===== src/rtl/decode_queue.sv =====
// decode_queue: RV32I(+M) decode stage buffering decoded control bundles in a DEPTH-entry FIFO,
// with memory/IO strobes routed late against the execute-stage address.
module decode_queue #(
    parameter int XLEN = 32,
    parameter int DEPTH = 2,
    parameter logic [XLEN-1:0] IO_BASE = 32'hFFFFFC00,
    parameter logic [XLEN-1:0] RAM_LIMIT = 32'h00010000,
    parameter bit ENABLE_M = 1'b1
) (
    input  logic            clk,
    input  logic            rst,
    input  logic            flush,
    input  logic            in_valid,
    output logic            in_ready,
    input  logic [31:0]     in_instr,
    input  logic [XLEN-1:0] in_pc,
    input  logic            in_a7,
    output logic            out_valid,
    input  logic            out_ready,
    output logic [XLEN-1:0] out_pc,
    output logic [31:0]     out_instr,
    output logic [3:0]      alu_op,
    output logic            alu_src,
    output logic            reg_write,
    output logic            mem_to_reg,
    output logic            sftmd,
    output logic            jal,
    output logic            jalr,
    output logic            br_en,
    output logic [2:0]      br_type,
    output logic [1:0]      mem_op,
    output logic            illegal,
    input  logic [XLEN-1:0] ex_alu_result,
    output logic            mem_read,
    output logic            mem_write,
    output logic            io_read,
    output logic            io_write,
    output logic            access_fault
);
    localparam int AW = $clog2(DEPTH);
    // funct3 -> alu_op for the base integer ops: add sll slt sltu xor srl or and
    localparam logic [31:0] BASE_OPS = {4'd4, 4'd3, 4'd6, 4'd2, 4'd9, 4'd8, 4'd5, 4'd0};

    typedef struct packed {
        logic [XLEN-1:0] pc;
        logic [31:0]     instr;
        logic [3:0]      alu_op;
        logic            alu_src, reg_write, mem_to_reg, sftmd, jal, jalr, br_en;
        logic [2:0]      br_type;
        logic [1:0]      mem_op;
        logic            illegal, force_io, force_ram;
    } entry_t;

    entry_t d, head;
    entry_t mem [DEPTH];
    logic [AW-1:0] wp, rp;
    logic [AW:0] count;
    logic [6:0] opc, f7;
    logic [2:0] f3;
    logic push, pop, is_ld, is_st, in_io, in_ram, io_sel, ram_sel;

    assign opc = in_instr[6:0];
    assign f3 = in_instr[14:12];
    assign f7 = in_instr[31:25];

    always_comb begin
        d = '0;
        d.pc = in_pc;
        d.instr = in_instr;
        case (opc)
            7'b0110011: begin
                d.reg_write = 1'b1;
                d.sftmd = (f3 == 3'b001 || f3 == 3'b101) && f7 != 7'b0000001;
                if (f7 == 7'b0000000) d.alu_op = BASE_OPS[f3*4 +: 4];
                else if (f7 == 7'b0100000 && f3 == 3'b000) d.alu_op = 4'd1;
                else if (f7 == 7'b0100000 && f3 == 3'b101) d.alu_op = 4'd7;
                else if (f7 == 7'b0000001 && ENABLE_M && f3 == 3'b000) d.alu_op = 4'd10;
                else if (f7 == 7'b0000001 && ENABLE_M && f3 == 3'b100) d.alu_op = 4'd11;
                else if (f7 == 7'b0000001 && ENABLE_M && f3 == 3'b110) d.alu_op = 4'd12;
                else d.illegal = 1'b1;
            end
            7'b0010011: begin
                d.reg_write = 1'b1;
                d.alu_src = 1'b1;
                d.sftmd = f3 == 3'b001 || f3 == 3'b101;
                d.alu_op = (f3 == 3'b101 && f7 == 7'b0100000) ? 4'd7 : BASE_OPS[f3*4 +: 4];
                d.illegal = (f3 == 3'b001 && f7 != 7'b0000000) ||
                            (f3 == 3'b101 && f7 != 7'b0000000 && f7 != 7'b0100000);
            end
            7'b0000011: begin
                d.mem_op = 2'b01;
                d.alu_src = 1'b1;
                d.reg_write = 1'b1;
                d.mem_to_reg = 1'b1;
            end
            7'b0100011: begin
                d.mem_op = 2'b10;
                d.alu_src = 1'b1;
            end
            7'b1100011: begin
                d.br_en = 1'b1;
                d.br_type = f3;
                d.illegal = f3[2:1] == 2'b01;
            end
            7'b1101111: begin
                d.jal = 1'b1;
                d.reg_write = 1'b1;
            end
            7'b1100111: begin
                d.jalr = 1'b1;
                d.reg_write = 1'b1;
                d.alu_src = 1'b1;
                d.illegal = f3 != 3'b000;
            end
            7'b0110111, 7'b0010111: begin
                d.alu_op = opc[5] ? 4'd13 : 4'd14;
                d.reg_write = 1'b1;
                d.alu_src = 1'b1;
            end
            7'b1110011: begin
                // ecall becomes a load on the IO path (a7=0) or a store on the RAM path (a7=1)
                d.mem_op = in_a7 ? 2'b10 : 2'b01;
                d.alu_src = 1'b1;
                d.reg_write = !in_a7;
                d.mem_to_reg = !in_a7;
                d.force_io = !in_a7;
                d.force_ram = in_a7;
            end
            default: d.illegal = 1'b1;
        endcase
        if (d.illegal) begin
            d = '0;
            d.pc = in_pc;
            d.instr = in_instr;
            d.illegal = 1'b1;
        end
    end

    assign in_ready = !rst && !count[AW];
    assign out_valid = count != '0;
    assign push = in_valid && in_ready;
    assign pop = out_valid && out_ready;

    always_ff @(posedge clk) begin
        if (rst || flush) begin
            wp <= '0;
            rp <= '0;
            count <= '0;
        end else begin
            if (push) begin
                mem[wp] <= d;
                wp <= wp + 1'b1;
            end
            if (pop) rp <= rp + 1'b1;
            count <= count + (AW+1)'(push) - (AW+1)'(pop);
        end
    end

    assign head = out_valid ? mem[rp] : '0;
    assign out_pc = head.pc;
    assign out_instr = head.instr;
    assign alu_op = head.alu_op;
    assign alu_src = head.alu_src;
    assign reg_write = head.reg_write;
    assign mem_to_reg = head.mem_to_reg;
    assign sftmd = head.sftmd;
    assign jal = head.jal;
    assign jalr = head.jalr;
    assign br_en = head.br_en;
    assign br_type = head.br_type;
    assign mem_op = head.mem_op;
    assign illegal = head.illegal;

    assign is_ld = head.mem_op == 2'b01;
    assign is_st = head.mem_op == 2'b10;
    assign in_io = ex_alu_result >= IO_BASE;
    assign in_ram = ex_alu_result < RAM_LIMIT;
    assign io_sel = head.force_io || (!head.force_ram && in_io);
    assign ram_sel = head.force_ram || (!head.force_io && !in_io && in_ram);
    assign io_read = is_ld && io_sel;
    assign mem_read = is_ld && ram_sel;
    assign io_write = is_st && io_sel;
    assign mem_write = is_st && ram_sel;
    assign access_fault = (is_ld || is_st) && !io_sel && !ram_sel;
endmodule


===== config.mk =====
export PLATFORM = sky130hd
export DESIGN_NAME = decode_queue
export DESIGN_NICKNAME = d
export VERILOG_FILES = /design/src/rtl/decode_queue.sv
export SDC_FILE = /design/constraint.sdc
export NUM_CORES = 1
export LEC_CHECK = 0
export ABC_CLOCK_PERIOD_IN_PS = 9700
export CELL_PAD_IN_SITES_DETAIL_PLACEMENT = 0
export CELL_PAD_IN_SITES_GLOBAL_PLACEMENT = 1
export CORE_ASPECT_RATIO = 1.2
export CORE_MARGIN = 2
export CORE_UTILIZATION = 39
export CTS_CLUSTER_DIAMETER = 200
export DETAILED_ROUTE_END_ITERATION = 12
export HOLD_SLACK_MARGIN = 0.15
export PLACE_DENSITY_LB_ADDON = 0.1
export SYNTH_ARGS = -nofsm -noshare
export SYNTH_HDL_FRONTEND = slang
export SYNTH_SLANG_ARGS = --single-unit

===== constraint.sdc =====
create_clock -name clk -period 9.7 [get_ports clk]
set_input_delay 1.455 -clock clk [delete_from_list [all_inputs] [get_ports clk]]
set_output_delay 1.455 -clock clk [all_outputs]
set_load 0.01 [all_outputs]

==> results of run 1 <==
[per-layer routing]
metal  wire (um)  global-route usage, %
met5           0                      0
met4         154                   4.81
met3         805                   4.31
met2        8740                   30.4
met1        6480                   17.6
[cells in the mapped netlist, types with 5 or more instances]
cell type | n | area share (%)
sky130_fd_sc_hd__clkbuf_1 | 12 | 0.61
sky130_fd_sc_hd__a31oi_1 | 5 | 0.43
sky130_fd_sc_hd__nor4_1 | 5 | 0.43
sky130_fd_sc_hd__dfxtp_1 | 5 | 1.4
sky130_fd_sc_hd__a21oi_1 | 5 | 0.34
sky130_fd_sc_hd__nor2b_1 | 5 | 0.43
sky130_fd_sc_hd__buf_1 | 6 | 0.31
sky130_fd_sc_hd__nand2_1 | 18 | 0.92
sky130_fd_sc_hd__nand2b_1 | 7 | 0.60
sky130_fd_sc_hd__nor2_1 | 93 | 4.8
sky130_fd_sc_hd__and2_1 | 7 | 0.60
sky130_fd_sc_hd__nor3_1 | 12 | 0.82
sky130_fd_sc_hd__edfxtp_1 | 166 | 68
sky130_fd_sc_hd__nand4_1 | 7 | 0.60
sky130_fd_sc_hd__mux2i_1 | 80 | 11
sky130_fd_sc_hd__o21ai_0 | 5 | 0.34
sky130_fd_sc_hd__inv_1 | 8 | 0.41
[worst reg2reg max path: cells and delay by family (launching register included)]
kind / cells / cell delay (ns)
xor+xnor: 2 / 0.32
buf+inv: 3 / 1.02
fa+ha+maj: 2 / 0.43
flops: 1 / 0.36
simple gates: 3 / 0.43
[kinds of logic after synthesis]
family                     share of synthesized area (%)
and+or+nand+nor                                     12.8
AOI/OAI and AO/OA                                   3.11
muxes                                               11.4
xor gates and xnor gates                           0.598
adders and majority gates                          0.683
DFF                                                 69.4
buffers and inverters                               2.01
[registers in the layout, indices dropped and copies added, names as in the netlist, named ones only]
signal	count
rp	1
wp	1
count	2
mem	166
[power by group through the flow]
stage,Clock (W),Combinational [W],Sequential (W)
CTS,0.000677,0.000150,0.000828
global placement,0,0.000147,0.000844
floorplan,0,0.0000590,0.000845
detailed placement,0,0.000150,0.000844
global route,0.000705,0.000160,0.000829
finish,0.000657,0.000148,0.000828
[per-stage QoR]
stage                     total power, W  utilization, %
final                            0.00163            54.4
after global routing             0.00169            54.4
after CTS                        0.00166            54.4
after detailed placement        0.000994            51.3
after global placement          0.000991            51.3
after floorplan                 0.000904               -
[cell type report]
class / instances / area [um2]
sequential: 171 / 5090
timing repair buffer: 185 / 1840
multi-input combinational: 304 / 2110
clock inverter: 13 / 144
fill: 1552 / 8350
tap: 252 / 315
clock buffer: 19 / 433
inverter: 8 / 30.0
[cell usage in the layout, fill, tap and decap left out, types with 3 or more instances in the layout]
master                            count
sky130_fd_sc_hd__a21oi_1              5
sky130_fd_sc_hd__a31oi_1              5
sky130_fd_sc_hd__and2_1               7
sky130_fd_sc_hd__and3_1               3
sky130_fd_sc_hd__buf_4                6
sky130_fd_sc_hd__clkbuf_16           17
sky130_fd_sc_hd__clkdlybuf4s50_1    179
sky130_fd_sc_hd__clkinv_4             4
sky130_fd_sc_hd__clkinvlp_4           3
sky130_fd_sc_hd__dfxtp_1              4
sky130_fd_sc_hd__edfxtp_1           166
sky130_fd_sc_hd__ha_1                 4
sky130_fd_sc_hd__inv_1                8
sky130_fd_sc_hd__mux2_2               3
sky130_fd_sc_hd__mux2i_1             80
sky130_fd_sc_hd__nand2_1             18
sky130_fd_sc_hd__nand2b_1             7
sky130_fd_sc_hd__nand3_1              4
sky130_fd_sc_hd__nand4_1              7
sky130_fd_sc_hd__nor2_1              92
sky130_fd_sc_hd__nor2b_1              5
sky130_fd_sc_hd__nor3_1              11
sky130_fd_sc_hd__nor3_2               4
sky130_fd_sc_hd__nor3b_1              3
sky130_fd_sc_hd__nor4_1               5
sky130_fd_sc_hd__nor4_2               4
sky130_fd_sc_hd__o21ai_0              5
sky130_fd_sc_hd__o22a_1               3
sky130_fd_sc_hd__xor2_1               3
[final timing paths]
check | to | cells after the start | slack [ns]
setup reg to reg | count[1]$_SDFF_PP0_ | 10 | 7.04
hold / removal | register | 2 | 0.54
hold reg to reg | register | 2 | 0.54
setup / recovery | access_fault | 7 | 4.68
==> load_flow_metrics.sql, run 1 <==
INSERT INTO impl_metrics (metric_group, metric, value, unit) VALUES
('sta', 'final.period_utilization', '51.8', '%'),
('grt', 'grt_pass1_vias', '4818', ''),
('sta', 'fin_skew', '0.00560', 'ns'),
('hold_path', 'hold_start', 'rp$_SDFFE_PP0P_', ''),
('clocking', 'numClockSinks', '171', ''),
('sta', 'finalWorstSetupSlack', '4.68', 'ns'),
('placement', 'sum_of_net_half_perimeters_after_detailed_placement', '10600', 'um'),
('placement', 'post_detailed_placement_cell_area', '9380', 'um2'),
('hold_path', 'hold_class', 'register to register', ''),
('setup_path', 'cp_cell_sequence', 'buf_4, mux2_2, nand2_1, inv_1, ha_1, nor3b_1, clkdlybuf4s50_1', ''),
('pwr', 'p_int', '0.00128', 'W'),
('pwr', 'power-per-cell-area', '164', 'nW/um2'),
('clocking', 'cts_max_path_buffers', '2', ''),
('setup_path', 'r2r_start', 'count[1]$_SDFF_PP0_', ''),
('synth', 'synth.ff_latch_count', '171', ''),
('pwr', 'p_sw', '0.000350', 'W'),
('drt', 'detail_route.wirelength', '16200', 'um'),
('grt', 'wire_length_of_the_first_global_routing_pass', '24600', 'um'),
('setup_path', 'arrival', '3.57', 'ns'),
('drt', 'routed_via_density', '4.89', ''),
('setup_path', 'crit_path_end_kind', 'primary output', ''),
('clocking', 'clk_pin_slew', '0.06', 'ns'),
('floorplan', 'die_area', '19900', 'um2'),
('synth', 'synth.yosys.seq_area_share', '69.4', '%'),
('pwr', 'comb_power_share', '9.0', '%'),
('drt', 'drt_pass1_iterations', '5', ''),
('drt', 'number_of_vias_in_the_routed_layout', '4654', ''),
('clocking', 'worstSkewPairLatency', '0.42', 'ns'),
('clocking', 'ctsHoldBuffers', '0', ''),
('clocking', 'numCtsBuffers', '17', ''),
('sta', 'setup_repair_after_global_routing_missed_its_margin', 'no', ''),
('pwr', 'clockPowerShare', '40.2', '%'),
('placement', 'io_buffer_count', '179', ''),
('synth', 'syn-num-nets', '614', ''),
('grt', 'antenna_found_initial', '0', ''),
('finish', 'area.growth.synth_to_final', '35.9', '%'),
('setup_path', 'crit_fanout', '46', ''),
('placement', 'preCtsSetupSlack', '4.93', 'ns'),
('setup_path', 'critical_path.max_stage_delay', '0.79', 'ns'),
('setup_path', 'buffers_plus_inverters_on_the_worst_setup_path', '3', ''),
('synth', 'synth_warnings', '0', ''),
('pwr', 'sequentialPowerShare', '50.7', '%'),
('synth', 'asyncSetResetFlopFracSynth', '0', '%'),
('sta', 'maxClockFrequency', '199', 'MHz'),
('floorplan', 'io_pins', '190', ''),
('grt', 'globalRouteTotalUtil', '16.2', '%'),
('synth', 'synth_enable_flop_cells', '166', ''),
('pwr', 'ir_worst_vdd', '0.113', 'mV'),
('synth', 'syn-cell-area', '7330', 'um2'),
('placement', 'gpl.final_weighted_congestion', '0.786', ''),
('placement', 'placed_cells', '920', ''),
('sta', 'finalMaxSlewViolations', '0', ''),
('setup_path', 'crit_path_category', 'register to primary output', ''),
('grt', 'grt_max_degree', '82', ''),
('sta', 'setup_total_negative_slack', '0', 'ns'),
('pwr', 'cellLeakagePower', '3.08', 'nW'),
('clocking', 'ctsResizeCount', '0', ''),
('job', 'max_cap_violations', '0', ''),
('drt', 'detail_route.drc_violations', '0', ''),
('sta', 'final_hold_viol_count', '0', ''),
('finish', 'final_design_area_no_fill', '9960', 'um2'),
('clocking', 'post_cts_buffers', '0', ''),
('sta', 'timing.final.crit_period', '5.02', 'ns'),
('pwr', 'power_switching_share', '21.4', '%'),
('drt', 'detail_route.wl_per_cell', '17.0', 'um'),
('synth', 'synthesis.area_per_instance', '14.4', 'um2'),
('finish', 'post_layout_nonfiller_instances', '952', ''),
('finish', 'layout-drive-gt1-share', '8.57', '%'),
('sta', 'whs', '0.540', 'ns'),
('setup_path', 'critical_path.startpoint_type', 'register', ''),
('outcome', 'outcome', 'finished clean', '');
No activity file was read; power rests on OpenSTA's default activity.
==> run 2: changes to the inputs <==
Settings changed: ABC_CLOCK_PERIOD_IN_PS 9700 to 4900.
Clock period 9.7 ns to 4.9 ns, I/O delays scaled along.
==> run 2 against run 1 <==
Sequential power up 98%. Cell area hardly changed. Combinational power grew 97%. Non-clock buffer count did not move. Hold slack gained 0.0072 ns. Global-route usage is 0.54 points higher. Cell count did not move. Worst setup slack got worse by 3.5 ns. Total power rose by 97%. Sequential share of layout area hardly changed.
==> load_flow_metrics.sql, run 2 (same netlist as run 1, synthesis figures left out) <==
INSERT INTO impl_metrics (metric_group, metric, value, unit) VALUES
('outcome', 'outcome', 'finished clean', ''),
('pwr', 'p_sw', '0.000717', 'W'),
('floorplan', 'die_area', '19900', 'um2'),
('grt', 'grt_max_degree', '62', ''),
('pwr', 'sequentialPowerShare', '51.1', '%'),
('floorplan', 'fp-row-count', '54', ''),
('sta', 'maxClockFrequency', '271', 'MHz'),
('drt', 'drt_pass1_iterations', '5', ''),
('drt', 'routed_via_density', '4.91', ''),
('grt', 'wire_length_of_the_first_global_routing_pass', '25500', 'um'),
('placement', 'gpl.final_weighted_congestion', '0.738', ''),
('sta', 'whs', '0.547', 'ns'),
('grt', 'globalRouteTotalUtil', '16.8', '%'),
('clocking', 'post_cts_buffers', '0', ''),
('finish', 'final_net_count', '793', ''),
('finish', 'layout-drive-gt1-share', '8.71', '%'),
('pwr', 'comb_power_share', '9.1', '%'),
('setup_path', 'crit_fanout', '44', ''),
('pwr', 'clockPowerShare', '39.8', '%'),
('sta', 'tightestPinTransition', '0.794', 'ns'),
('drt', 'detail_route.drc_violations', '0', ''),
('placement', 'preCtsSetupSlack', '1.45', 'ns'),
('drt', 'detail-route-antenna-nets', '0', ''),
('drt', 'number_of_vias_in_the_routed_layout', '4674', ''),
('setup_path', 'crit_path_category', 'register to primary output', ''),
('drt', 'detail_route.wl_per_cell', '17.0', 'um'),
('job', 'max_cap_violations', '0', ''),
('setup_path', 'worst-endpoint-required', '4.16', 'ns'),
('grt', 'overflow_left_after_global_routing', '0', ''),
('sta', 'timing.final.crit_period', '3.69', 'ns'),
('clocking', 'worstSkewPairLatency', '0.43', 'ns'),
('grt', 'grt_pass1_vias', '4905', ''),
('finish', 'largest_register_ffs', '166', ''),
('floorplan', 'coreArea', '18300', 'um2'),
('sta', 'worst_relative_slew_slack', '47.1', '%'),
('finish', 'registers.top_by_ff_count', 'mem', ''),
('clocking', 'clk_pin_slew', '0.06', 'ns'),
('setup_path', 'arrival', '2.95', 'ns'),
('floorplan', 'io_pins', '190', ''),
('floorplan', 'fp.dieW', '129', 'um'),
('clocking', 'cts_max_path_buffers', '2', ''),
('clocking', 'clk_root_buffer_cell', 'sky130_fd_sc_hd__clkbuf_16', ''),
('sta', 'fin_skew', '0.0172', 'ns'),
('pwr', 'p_int', '0.00249', 'W'),
('grt', 'antenna_found_initial', '0', ''),
('sta', 'final.period_utilization', '75.3', '%'),
('floorplan', 'floorplan.initialDensity', '40.0', '%'),
('clocking', 'ctsResizeCount', '0', ''),
('placement', 'sum_of_net_half_perimeters_after_detailed_placement', '10500', 'um'),
('clocking', 'cts_tree', 'yes', ''),
('pwr', 'power-per-cell-area', '322', 'nW/um2'),
('drt', 'detail_route.wirelength', '16200', 'um'),
('clocking', 'numCtsBuffers', '17', ''),
('finish', 'layout_common_cells', 'sky130_fd_sc_hd__clkdlybuf4s50_1 (179), sky130_fd_sc_hd__edfxtp_1 (166), sky130_fd_sc_hd__nor2_1 (92)', ''),
('finish', 'diodes', '0', ''),
('finish', 'layout.cells.most_common', 'sky130_fd_sc_hd__clkdlybuf4s50_1', ''),
('sta', 'finalMaxSlewViolations', '0', ''),
('clocking', 'cts_htree_levels', '4', ''),
('pwr', 'ir_worst_vdd', '0.214', 'mV'),
('sta', 'setup_viol', '0', ''),
('drt', 'drtIter0Drc', '237', ''),
('setup_path', 'critical_path.startpoint_type', 'register', ''),
('sta', 'setup_total_negative_slack', '0', 'ns'),
('clocking', 'numClockSinks', '171', ''),
('sta', 'final_hold_viol_count', '0', ''),
('hold_path', 'hold_class', 'register to register', ''),
('finish', 'layout_top_registers', 'mem (166), count (2)', ''),
('placement', 'io_buffer_count', '179', ''),
('sta', 'finalWorstSetupSlack', '1.21', 'ns'),
('clocking', 'ctsHoldBuffers', '0', ''),
('sta', 'setup_repair_after_global_routing_missed_its_margin', 'no', ''),
('setup_path', 'crit_path_end_kind', 'primary output', ''),
('finish', 'area.growth.synth_to_final', '35.9', '%'),
('pwr', 'power_switching_share', '22.3', '%'),
('pwr', 'cellLeakagePower', '3.08', 'nW'),
('floorplan', 'die_height', '154', 'um');
[run 2: layout make-up]
class                           count  area, um2
Tap cell                          252        315
Inverter                            8       30.0
Sequential cell                   171       5090
Multi-Input combinational cell    304       2130
Clock buffer                       18        429
Timing Repair Buffer              185       1840
Fill cell                        1561       8350
Clock inverter                     14        133
[run 2: power by group through the flow]
stage,Combinational (W),Sequential (W),Clock [W]
6_report,0.000292,0.00164,0.00128
3_5_place_dp,0.000296,0.00167,0
5_1_grt,0.000319,0.00164,0.00138
2_1_floorplan,0.000117,0.00167,0
3_3_place_gp,0.000292,0.00167,0
4_1_cts,0.000298,0.00164,0.00131
[run 2: critical path, cell delays in order, from the launching register on]
cell and delay (ns):
sky130_fd_sc_hd__dfxtp_4 0.87, sky130_fd_sc_hd__mux2_2 0.42, sky130_fd_sc_hd__nand2_1 0.09, sky130_fd_sc_hd__inv_1 0.06, sky130_fd_sc_hd__ha_1 0.28, sky130_fd_sc_hd__nor3b_1 0.23, sky130_fd_sc_hd__clkdlybuf4s50_1 0.58
[run 2: stage by stage]
step | util, % | cells | power, W | area [um2]
after CTS | 54.4 | 952 | 0.00325 | 9960
after detailed placement | 51.3 | 920 | 0.00197 | 9400
after global routing | 54.4 | 952 | 0.00334 | 9960
final | 54.4 | 952 | 0.00321 | 9960
after global placement | 51.3 | 920 | 0.00196 | 9400
after floorplan | - | 508 | 0.00179 | 7340
[run 2: per-layer routing]
layer	GRT usage [%]	part of all wire (%)	vias to the layer above
li1	-	-	2254
met1	19.9	41	2265
met2	29.7	53	140
met3	3.83	4.6	15
met4	5.64	1.3	0
met5	0	0	-
[run 2: worst paths after layout]
kind | from | endpoint | slack (ns) | cells past startpoint
worst max register to register | count[1]$_SDFF_PP0_ | count[1]$_SDFF_PP0_ | 2.71 | 9
worst min register to register | rp$_SDFFE_PP0P_ | register | 0.55 | 2
worst max-delay path | register | access_fault | 1.21 | 6
worst min-delay path | rp$_SDFFE_PP0P_ | register | 0.55 | 2
